**src/rtl/noc_output_arbiter.sv**
```systemverilog
// Wormhole output arbiter: round-robin grant, per-packet lock, credit-gated link. Optional perf counters: NOC_OUTPUT_ARB_PERF_EN.
// Latency: in_ready is combinational; a transferred flit reaches out_* on the following cycle.
// Backpressure: in_ready is low when no downstream credit is left, and for every non-owner while a packet is locked.
module noc_output_arbiter #(
    parameter int FLIT_W  = 64,
    parameter int NUM_IN  = 5,
    parameter int CREDITS = 4
) (
    input  logic                     noc_clk,
    input  logic                     noc_rst,
    input  logic [NUM_IN-1:0]        in_valid,
    input  logic [NUM_IN*FLIT_W-1:0] in_flit,
    input  logic [NUM_IN-1:0]        in_tail,
    output logic [NUM_IN-1:0]        in_ready,
    output logic                     out_valid,
    output logic [FLIT_W-1:0]        out_flit,
    output logic                     out_tail,
    input  logic                     credit_in,
    output logic [2:0]               owner,
    output logic                     credit_err
`ifdef NOC_OUTPUT_ARB_PERF_EN
    ,
    output logic [15:0]              flit_cnt,
    output logic [15:0]              stall_cnt
`endif
);

    localparam int CW  = $clog2(CREDITS + 1);
    localparam int RRW = (NUM_IN > 1) ? $clog2(NUM_IN) : 1;
    localparam logic [CW-1:0]  CRED_MAX = CW'(CREDITS);
    localparam logic [RRW-1:0] RR_INIT  = RRW'(NUM_IN - 1);

    typedef enum logic {IDLE, LOCKED} state_t;

    state_t         state_q, state_d;
    logic [RRW-1:0] rr_ptr_q;
    logic [RRW-1:0] owner_q;
    logic [RRW-1:0] win_idx;
    logic [RRW-1:0] sel_idx;
    logic [RRW-1:0] cand;
    logic           win_found;
    logic [CW-1:0]  credits_q;
    logic           cred_ok;
    logic           xfer;

    assign cred_ok = (credits_q != '0);
    assign xfer    = |(in_valid & in_ready);
    assign sel_idx = (state_q == LOCKED) ? owner_q : win_idx;

    // Round-robin search starts just after the last winner.
    always_comb begin
        win_found = 1'b0;
        win_idx   = '0;
        cand      = '0;
        for (int k = 1; k <= NUM_IN; k++) begin
            cand = RRW'((int'(rr_ptr_q) + k) % NUM_IN);
            if (!win_found && in_valid[cand]) begin
                win_found = 1'b1;
                win_idx   = cand;
            end
        end
    end

    always_ff @(posedge noc_clk) begin
        if (noc_rst) state_q <= IDLE;
        else         state_q <= state_d;
    end

    always_comb begin
        state_d = state_q;
        case (state_q)
            IDLE:    if (xfer && !in_tail[win_idx]) state_d = LOCKED;
            LOCKED:  if (xfer && in_tail[owner_q])  state_d = IDLE;
            default: state_d = IDLE;
        endcase
    end

    always_comb begin
        in_ready = '0;
        owner    = 3'd0;
        if (!noc_rst) begin
            case (state_q)
                IDLE:    if (cred_ok && win_found) in_ready[win_idx] = 1'b1;
                LOCKED:  in_ready[owner_q] = cred_ok;
                default: ;
            endcase
        end
        if (state_q == LOCKED) owner = 3'(owner_q);
    end

    always_ff @(posedge noc_clk) begin
        if (noc_rst) begin
            rr_ptr_q <= RR_INIT;
            owner_q  <= '0;
        end else if (state_q == IDLE && xfer) begin
            rr_ptr_q <= win_idx;
            if (!in_tail[win_idx]) owner_q <= win_idx;
        end
    end

    // A surplus credit is dropped rather than wrapping the counter.
    always_ff @(posedge noc_clk) begin
        if (noc_rst) begin
            credits_q  <= CRED_MAX;
            credit_err <= 1'b0;
        end else begin
            case ({xfer, credit_in})
                2'b10: credits_q <= credits_q - CW'(1);
                2'b01: begin
                    if (credits_q == CRED_MAX) credit_err <= 1'b1;
                    else                       credits_q  <= credits_q + CW'(1);
                end
                default: ;
            endcase
        end
    end

    always_ff @(posedge noc_clk) begin
        if (noc_rst) begin
            out_valid <= 1'b0;
            out_flit  <= '0;
            out_tail  <= 1'b0;
        end else begin
            out_valid <= xfer;
            if (xfer) begin
                out_flit <= in_flit[int'(sel_idx)*FLIT_W +: FLIT_W];
                out_tail <= in_tail[sel_idx];
            end
        end
    end

`ifdef NOC_OUTPUT_ARB_PERF_EN
    always_ff @(posedge noc_clk) begin
        if (noc_rst) begin
            flit_cnt  <= '0;
            stall_cnt <= '0;
        end else begin
            if (xfer && flit_cnt != 16'hFFFF)
                flit_cnt <= flit_cnt + 16'd1;
            if ((|in_valid) && !cred_ok && stall_cnt != 16'hFFFF)
                stall_cnt <= stall_cnt + 16'd1;
        end
    end
`endif

endmodule

```
**config.mk**
```make
export PLATFORM = sky130hd
export DESIGN_NAME = noc_output_arbiter
export DESIGN_NICKNAME = d
export VERILOG_FILES = /design/src/rtl/noc_output_arbiter.sv
export SDC_FILE = /design/constraint.sdc
export NUM_CORES = 1
export LEC_CHECK = 0
export BUFFER_PORTS_ARGS = -buffer_cell sky130_fd_sc_hd__clkbuf_2
export CAP_MARGIN = 25
export CORE_AREA = 3 3 158 160
export DETAILED_ROUTE_END_ITERATION = 8
export DIE_AREA = 0 0 161 163
export GPL_TIMING_DRIVEN = 1
export PLACE_DENSITY = 0.67
export SLEW_MARGIN = 0
export SYNTH_ARGS = -nofsm -noshare
export SYNTH_HDL_FRONTEND = slang
export SYNTH_SLANG_ARGS = --single-unit
export TNS_END_PERCENT = 20
```
**constraint.sdc**
```tcl
create_clock -name noc_clk -period 15.3 [get_ports noc_clk]
set_clock_uncertainty 0.05 [all_clocks]
set_input_delay 1.53 -clock noc_clk [delete_from_list [all_inputs] [get_ports noc_clk]]
set_output_delay 1.53 -clock noc_clk [all_outputs]
set_load 0.01 [all_outputs]
```
==> Yosys cells after proc, flatten, opt, wreduce, memory -nomap -nowiden <==
Index checks and enable logic that the tools add are counted.
{ "word_totals": {"regBits": 77, "output_inout_bits": 75, "in_bits": 333} }
{ "classes": {"shifts": 1, "n_eq_ne": 4, "order_cmp": 10, "n_bitwise": 4, "n_div": 5, "muxes": 40, "reduce_logical": 21, "add_sub_neg": 7} }
{ "op_table": {"columns": ["cell", "n"], "rows": [
  ["indexed part select 320 x 10 -> 64 bit", 1],
  ["modulo 32 x 4 -> 32 bit (second input constant)", 5],
  ["less-than comparator 3 x 4 -> 1 bit (second input constant)", 8],
  ["binary-select mux 1 bit (select 3 bit)", 8],
  ["two-way mux 3 bit", 8],
  ["two-way mux 1 bit", 17],
  ["AND 5 bit", 2],
  ["logical AND 1 bit", 10],
  ["two-way mux 5 bit", 2],
  ["one-hot mux 5 bit (2 select lines)", 1],
  ["adder 3 x 2 -> 4 bit (second input constant)", 2],
  ["adder 3 x 3 -> 4 bit (second input constant)", 2],
  ["demux 1 bit (select 3 bit)", 2],
  ["greater-or-equal comparator 3 x 1 -> 1 bit (second input constant)", 2],
  ["one-hot mux 3 bit (2 select lines)", 1],
  ["AND reduction 2 bit", 3],
  ["logical NOT 1 bit", 5],
  ["OR reduction 5 bit", 1],
  ["adder 3 x 1 -> 4 bit (second input constant)", 1],
  ["adder 3 x 1 -> 3 bit (second input constant)", 1],
  ["== test 3 bit (second input constant)", 1],
  ["nonzero test 3 bit", 1],
  ["subtractor 3 x 1 -> 3 bit (second input constant)", 1],
  ["== test 2 x 1 -> 1 bit (second input constant)", 1],
  ["5 further kinds", 6]
]} }

==> Depth between registers and ports, before layout <==
Gate-level depths: netlist of the first run.
{ "depth": {"depth_word": 29, "depth_mapped": 28} }

==> Least setup slack after synthesis of the first run <==
No wires, ideal clock.
{ "synth_path": {"path_kind": "flip-flop to output port", "from": "reg rr_ptr_q[0]", "to": "out in_ready[0]", "t_arrival_ns": 4.960, "stages_incl_launch_ff": 23, "slack_ns": 8.760, "path_cell_list": "dfxtp_1 -> buf_2 -> inv_1 -> clkbuf_1 -> ha_1 -> buf_2 -> inv_1 -> buf_2 -> nor2_1 -> inv_1 -> ha_1 -> nand2b_1 -> o311ai_0 -> a21oi_1 -> a211o_1 -> a311oi_2 -> nor2_1 -> a211o_1 -> a22o_1 -> o21a_1 -> or2_1 -> o32a_1 -> nor2_1"} }
{ "synth_between": {"elab_chain_len": 24, "elab_cells_between_ends": 47, "classes_between": "5 x add/sub; 5 x div; 2 x order compare; 25 x mux; 10 x reduce/logical"} }
{ "synth_lines": {"columns": ["item", "line", "rtl"], "rows": [
  ["start, declared", "36", "logic [RRW-1:0] rr_ptr_q;"],
  ["start signal, assigned", "96", "rr_ptr_q <= win_idx;"],
  ["adder 3 x 1 -> 4 bit", "56", "cand = RRW'((int'(rr_ptr_q) + k) % NUM_IN);"],
  ["modulo 32 x 4 -> 32 bit", "56", null],
  ["binary-select mux 1 bit (select 3 bit)", "57", "if (!win_found && in_valid[cand]) begin"],
  ["two-way mux 1 bit (implied by the code)", "57", null],
  ["two-way mux 1 bit", "57", null],
  ["logical NOT 1 bit", "57", null],
  ["logical AND 1 bit", "57", null],
  ["two-way mux 1 bit", "57", null],
  ["(+8 left out)", null, null],
  ["two-way mux 3 bit", "57", null],
  ["less-than comparator 3 x 4 -> 1 bit (implied by the code) or greater-or-equal comparator 3 x 1 -> 1 bit (tied branches)", "83", "IDLE: if (cred_ok && win_found) in_ready[win_idx] = 1'b1;"],
  ["logical AND 1 bit (implied by the code)", "83", null],
  ["two-way mux 1 bit (implied by the code)", "83", null],
  ["demux 1 bit (select 3 bit)", "83", null],
  ["two-way mux 5 bit (*)", "83", null],
  ["one-hot mux 5 bit (2 select lines) (*)", "82", "case (state_q)"],
  ["two-way mux 5 bit (*)", "81", "if (!noc_rst) begin"],
  ["end, declared", "14", "output logic [NUM_IN-1:0] in_ready,"]
]} }
Every way passes the cells marked *; elsewhere a longest branch is shown, timed or not. The select of a mux whose other input is x is not followed.

==> Worst setup path after layout of the first run <==
{ "layout_path": {"from": "reg rr_ptr_q[2]", "to": "reg out_flit[4]"} }
{ "layout_between": {"elab_chain_len": 26, "elab_cells_between_ends": 51, "classes_between": "5 x add/sub; 5 x div; 2 x order compare; 1 x shift; 26 x mux; 1 x bitwise; 11 x reduce/logical"} }
{ "layout_lines": {"columns": ["item", "line", "rtl"], "rows": [
  ["adder 3 x 1 -> 4 bit", "56", null],
  ["modulo 32 x 4 -> 32 bit", "56", null],
  ["binary-select mux 1 bit (select 3 bit)", "57", null],
  ["two-way mux 1 bit (implied by the code)", "57", null],
  ["two-way mux 1 bit", "57", null],
  ["logical NOT 1 bit", "57", null],
  ["logical AND 1 bit", "57", null],
  ["two-way mux 1 bit", "57", null],
  ["(+10 left out)", null, null],
  ["logical AND 1 bit (implied by the code)", "83", null],
  ["two-way mux 1 bit (implied by the code)", "83", null],
  ["demux 1 bit (select 3 bit)", "83", null],
  ["two-way mux 5 bit", "83", null],
  ["one-hot mux 5 bit (2 select lines)", "82", null],
  ["two-way mux 5 bit", "81", null],
  ["AND 5 bit", "47", "assign xfer = |(in_valid & in_ready);"],
  ["OR reduction 5 bit", "47", null],
  ["end signal, assigned", "126", "out_flit <= in_flit[int'(sel_idx)*FLIT_W +: FLIT_W];"],
  ["end, declared", "16", "output logic [FLIT_W-1:0] out_flit,"]
]} }
Several ways; a longest one is shown, not always the timed one. The select of a mux whose other input is x is not followed.
A chain may end at the register's enable or synchronous reset.

==> flow_metrics.tcl, run 1 <==
set metrics [dict create \
    ys_types 78 \
    crit_arrival_ps 7950 \
    clockBufferDepth 2 \
    drc 0 \
    synth.most_common_cell "nor2_1" \
    die_area_um2 26240 \
    setup_viol 0 \
    post_cts.repair.setup_buffers 0 \
    synth-edff-count 0 \
    multi_input_area_um2 5396 \
    async_flop_share_pct 0 \
    drive_gt1_share_pct 34.47 \
    ant_nets 0 \
    end_kind "register" \
    dp_hpwl_um 28680 \
    yosysTopAreaCell "dfxtp_1" \
    via_per_inst 5.450 \
    gp_congestion 0.9383 \
    synth_fa_ha_area_share_pct 4.968 \
    holdWs_ps 435.4 \
    first_iter_violations 701 \
    syn-num-nets 1327 \
    cap_violations 0 \
    yosys.area_share.simple_pct 24.31 \
    synthCells 966 \
    tritoncts "done" \
    max_slew_margin_pct 31.76 \
    hp-start "credit_err" \
    rsz0062_at_grt "no" \
    worstHoldEndpoint "credit_err" \
    grt_usage_pct 25.26 \
    ctsResizeCount 0 \
    avgSynthCellArea_um2 7.613 \
    syn_area_um2 7355 \
    cts-root-buf "clkbuf_16" \
    placementRows 56 \
    nets 1679 \
    seq_area_um2 1541 \
    clkTransAtPathRegs_ps 70 \
    antenna_found_initial 4 \
    path_max_fanout 62 \
    synth-seq-cells 77 \
    maxSlewViolCount 0 \
    first_pass_iters 7 \
    synth_xor_area_share_pct 1.293 \
    r2r_cells 22 \
    die_x_um 161 \
    yosysSeqAreaShare_pct 20.96 \
    io_buffers 407 \
    ys_top_cells_by_area "dfxtp_1 21%, mux2i_1 20%, nor2_1 12%, a2111oi_0 8.0%, nor3_1 5.1%" \
    hold_violations 0 \
    grt_start_max_net_pins 87 \
    nFillCells 2462 \
    htree_levels 3 \
    cp-start-kind "register" \
    io_pins 408 \
    rr_startpoint "rr_ptr_q[2]" \
    vias 8960 \
    worst_slew_pin_slew_ps 1024 \
    reg2reg_slack_ps 7500 \
    fin_crit_sh_pct 51.00 \
    ys_dominant_reg_cell "dfxtp_1" \
    required_ps 15450 \
    grt_pass1_vias 8362 \
    cts_sinks 77 \
    hold_depth 2 \
    core_area_um2 23540 \
    reg2reg_to "out_flit[4]" \
    status "finished clean" \
    wl_um 35640 \
    start_util_pct 31.24 \
    min_path_type "reg2reg" \
    cts_hold_buffers 0 \
    crit_type "reg2reg" \
    muxShareOfSynthArea_pct 20.82 \
    setup_tns_ps 0 \
    yosys_warnings 0 \
    synth.top_cell.area_share_pct 20.96 \
    synth_top_family_by_area "simple AND/OR/NAND/NOR gates" \
    synth_compound_area_share_pct 21.55 \
    die_h_um 163 \
    overflow 0 \
    area_delta_synth_final_pct 34.71 \
    numCtsBuffers 9 \
    clk_latency_ps 350 \
    netlist_top_cells_count "231 x nor2_1, 144 x mux2i_1, 77 x dfxtp_1" \
    wl_per_cell_um 21.68 \
    fmax_mhz 128.2 \
    fin_crit_ps 7802 \
    grt_pass1_wl_um 50560 \
]
layout by cell type (no fill, tap or decap), types with 6 or more instances in the layout:
master / netlist / layout
clkbuf_2: 0 / 406
nor2_1: 231 / 231
mux2i_1: 144 / 144
dfxtp_1: 77 / 77
nor3_1: 75 / 75
a2111oi_0: 67 / 67
a21oi_1: 30 / 28
inv_1: 26 / 26
ha_1: 26 / 26
nand2_1: 19 / 19
o21ai_0: 18 / 18
nand3_1: 11 / 11
buf_4: 1 / 11
nand2b_1: 9 / 9
clkbuf_16: 0 / 9
xnor2_1: 8 / 8
and2_1: 7 / 7
a31oi_1: 7 / 7
a22oi_1: 6 / 6
nand3b_1: 6 / 6
a211oi_1: 6 / 6
per-stage QoR:
step / worst slack (ps) / cell area (um2) / util [%] / cells
after floorplan: 8760 / 7355 / - / 966
after global placement: 7597 / 9557 / 40.59 / 1626
after detailed placement: 7585 / 9557 / 40.59 / 1626
after CTS: 7566 / 9902 / 42.06 / 1642
after global routing: 7098 / 9905 / 42.07 / 1643
final: 7498 / 9907 / 42.08 / 1644
critical path: stages (launching register included):
cell,delay [ps]
dfxtp_1,720
inv_1,280
ha_1,430
o21a_1,260
a21oi_1,180
xnor2_1,170
ha_1,210
fa_1,170
a21bo_1,250
or4_1,530
and2_1,220
o211ai_1,210
o211ai_1,190
nand4bb_4,270
nor3_4,360
a31oi_1,200
a21oi_4,630
buf_4,890
mux2i_1,280
nor2_1,50
a2111oi_0,770
buf_4,230
nor3_1,40
cells by family (layout without fill, tap and decap cells):
family	after synthesis	after routing
buf+inv	104	461
simple gates	393	393
mux	150	150
compound gates	204	204
flops	77	77
other cells	0	2
fa+ha+maj	28	28
xor+xnor	10	10
routing by layer:
metal / vias up / routed length (um) / track usage [%]
li1: 4265 / - / -
met1: 4170 / 13340 / 29.60
met2: 444 / 18020 / 44.12
met3: 75 / 2398 / 4.730
met4: 6 / 1829 / 12.75
met5: - / 40 / 0
flip-flops by register name, summed over array words and instances (netlist names):
name and count:
credits_q 3, rr_ptr_q 3, out_flit 64, out_valid 1, owner_q 3, out_tail 1, credit_err 1, state_q 1
final cells by class:
type,count,area share (%)
Antenna cell,2,0.05052
Clock buffer,10,2.311
Inverter,28,1.061
Tap cell,319,4.029
Multi-Input combinational cell,785,54.47
Clock inverter,6,1.175
Sequential cell,77,15.56
Timing Repair Buffer,417,21.34
worst max path at each step:
stage | slack (ps) | endpoint | startpoint
6_report | 7500 | out_flit[4] | rr_ptr_q[2]
5_1_grt | 7100 | in_ready[1] | rr_ptr_q[1]
4_1_cts | 7570 | out_flit[4] | rr_ptr_q[2]
3_5_place_dp | 7580 | out_flit[4] | rr_ptr_q[2]
3_3_place_gp | 7600 | out_flit[4] | rr_ptr_q[1]
2_1_floorplan | 8760 | in_ready[0] | rr_ptr_q[0]
Power of run 1 is left out: the tool's default activity adds up to more than one toggle a clock period on the data nets, which glitch-free logic cannot reach.
==> inputs of run 2 (changes only) <==
--- a/config.mk
+++ b/config.mk
@@ -7,11 +7,11 @@
 export LEC_CHECK = 0
 export BUFFER_PORTS_ARGS = -buffer_cell sky130_fd_sc_hd__clkbuf_2
 export CAP_MARGIN = 25
-export CORE_AREA = 3 3 158 160
+export CORE_AREA = 3 3 155 157
 export DETAILED_ROUTE_END_ITERATION = 8
-export DIE_AREA = 0 0 161 163
+export DIE_AREA = 0 0 158 160
 export GPL_TIMING_DRIVEN = 1
-export PLACE_DENSITY = 0.67
+export PLACE_DENSITY = 0.69
 export SLEW_MARGIN = 0
 export SYNTH_ARGS = -nofsm -noshare
 export SYNTH_HDL_FRONTEND = slang
==> constraint.sdc (replaced) <==
create_clock -name noc_clk -period 7.4 [get_ports noc_clk]
set_clock_uncertainty 0.05 [all_clocks]
set_input_delay 0.74 -clock noc_clk [delete_from_list [all_inputs] [get_ports noc_clk]]
set_output_delay 0.74 -clock noc_clk [all_outputs]
set_load 0.01 [all_outputs]
==> flow_metrics.tcl, run 2 (same netlist as run 1, synthesis figures left out) <==
set metrics [dict create \
    status "finished clean" \
    diodes 0 \
    start_util_pct 32.48 \
    maxSlewViolCount 0 \
    first_pass_iters 6 \
    required_ps 7540 \
    antenna_found_initial 0 \
    htree_levels 3 \
    nets 1696 \
    grt_start_max_net_pins 87 \
    post_cts.repair.setup_buffers 0 \
    area_delta_synth_final_pct 35.73 \
    clockBufferDepth 2 \
    grt_pass1_wl_um 51560 \
    drc 0 \
    ant_nets 0 \
    clk_latency_ps 340 \
    hold_violations 0 \
    setup_viol 0 \
    via_per_inst 5.512 \
    placementRows 55 \
    nFillCells 2319 \
    worst_slew_pin_slew_ps 969.4 \
    clkTransAtPathRegs_ps 70 \
    overflow 0 \
    first_iter_violations 663 \
    crit_arrival_ps 6960 \
    io_pins 408 \
    rsz0062_at_grt "no" \
    tritoncts "done" \
    io_buffers 407 \
    largest_reg_flops 64 \
    wl_per_cell_um 21.63 \
    top_register "out_flit" \
    drive_gt1_share_pct 35.37 \
    die_area_um2 25280 \
    die_h_um 160 \
    core_area_um2 22640 \
    cp-start-kind "register" \
    cap_violations 0 \
    multi_input_area_um2 5405 \
    crit_type "reg2reg" \
    wl_um 35140 \
    fmax_mhz 146.6 \
    hold_depth 2 \
    max_slew_margin_pct 33.71 \
    r2r_cells 22 \
    cts_sinks 77 \
    numCtsBuffers 9 \
    fin_crit_sh_pct 92.20 \
    cts-root-buf "clkbuf_16" \
    vias 8957 \
    mostFrequentLayoutCells "406 x clkbuf_2, 231 x nor2_1, 144 x mux2i_1, 77 x dfxtp_1, 75 x nor3_1" \
    end_kind "register" \
    setup_tns_ps 0 \
    die_x_um 158 \
    grt_pass1_vias 8661 \
    min_path_type "reg2reg" \
    dp_hpwl_um 28760 \
    seq_area_um2 1541 \
    gp_congestion 0.9590 \
    fin_crit_ps 6823 \
    final_common_cell "clkbuf_2" \
    path_max_fanout 33 \
    grt_usage_pct 26.58 \
]
[run 2: timing repair]
item / 4_1_cts / 5_1_grt
resized for setup: 0 / 1
setup endpoints to repair: 0 / 1
hold endpoints to repair: 0 / 0
hold buffers: 0 / 0
[run 2: path summary, 6_finish.rpt]
path	from	endpoint	slack, ps
worst min register to register	credit_err	credit_err	420
worst max-delay path	rr_ptr_q[1]	out_flit[57]	580
worst max register to register	rr_ptr_q[1]	out_flit[57]	580
worst min-delay path	credit_err	credit_err	420
[run 2: layout make-up]
cell class | instances | area share (%)
clock buffer | 9 | 2.256
inverter | 28 | 1.053
tap | 285 | 3.572
clock inverter | 7 | 0.5641
sequential | 77 | 15.44
multi-input combinational | 785 | 54.15
timing repair buffer | 434 | 22.96
[run 2: worst max-delay path, stage by stage, from the launching register on]
cell,delay [ps]
dfxtp_1,450
inv_1,210
ha_1,420
o21a_1,260
a21oi_1,170
xnor2_1,180
ha_1,210
fa_1,160
a21bo_1,250
or4_1,530
and2_1,220
o211ai_1,200
o211ai_1,180
nand4bb_4,270
nor3_4,350
a31oi_1,200
a21oi_4,630
buf_12,320
buf_12,230
mux2i_1,200
nor2_1,60
a2111oi_0,760
nor3_1,110
[run 2: stage by stage]
stage               util (%)  cell area (um2)  std cells  hold slack (ps)  setup WS (ps)
finish                 44.09             9982       1625            424.9          577.3
global placement       42.81             9693       1609            410.5          765.2
detailed placement     42.81             9693       1609            414.0          542.1
floorplan                  -             7355        966            447.0           1289
CTS                    44.06             9975       1625            429.3          559.1
global route           44.09             9982       1625            471.2          53.02
[run 2: routing by layer]
metal / wire length, um / global-route usage (%) / up-vias
li1: - / - / 4321
met1: 13130 / 31.46 / 4183
met2: 18050 / 47.42 / 390
met3: 2141 / 3.225 / 63
met4: 1819 / 12.08 / 0
met5: 0 / 0 / -
Power of run 2 is left out for the same reason.
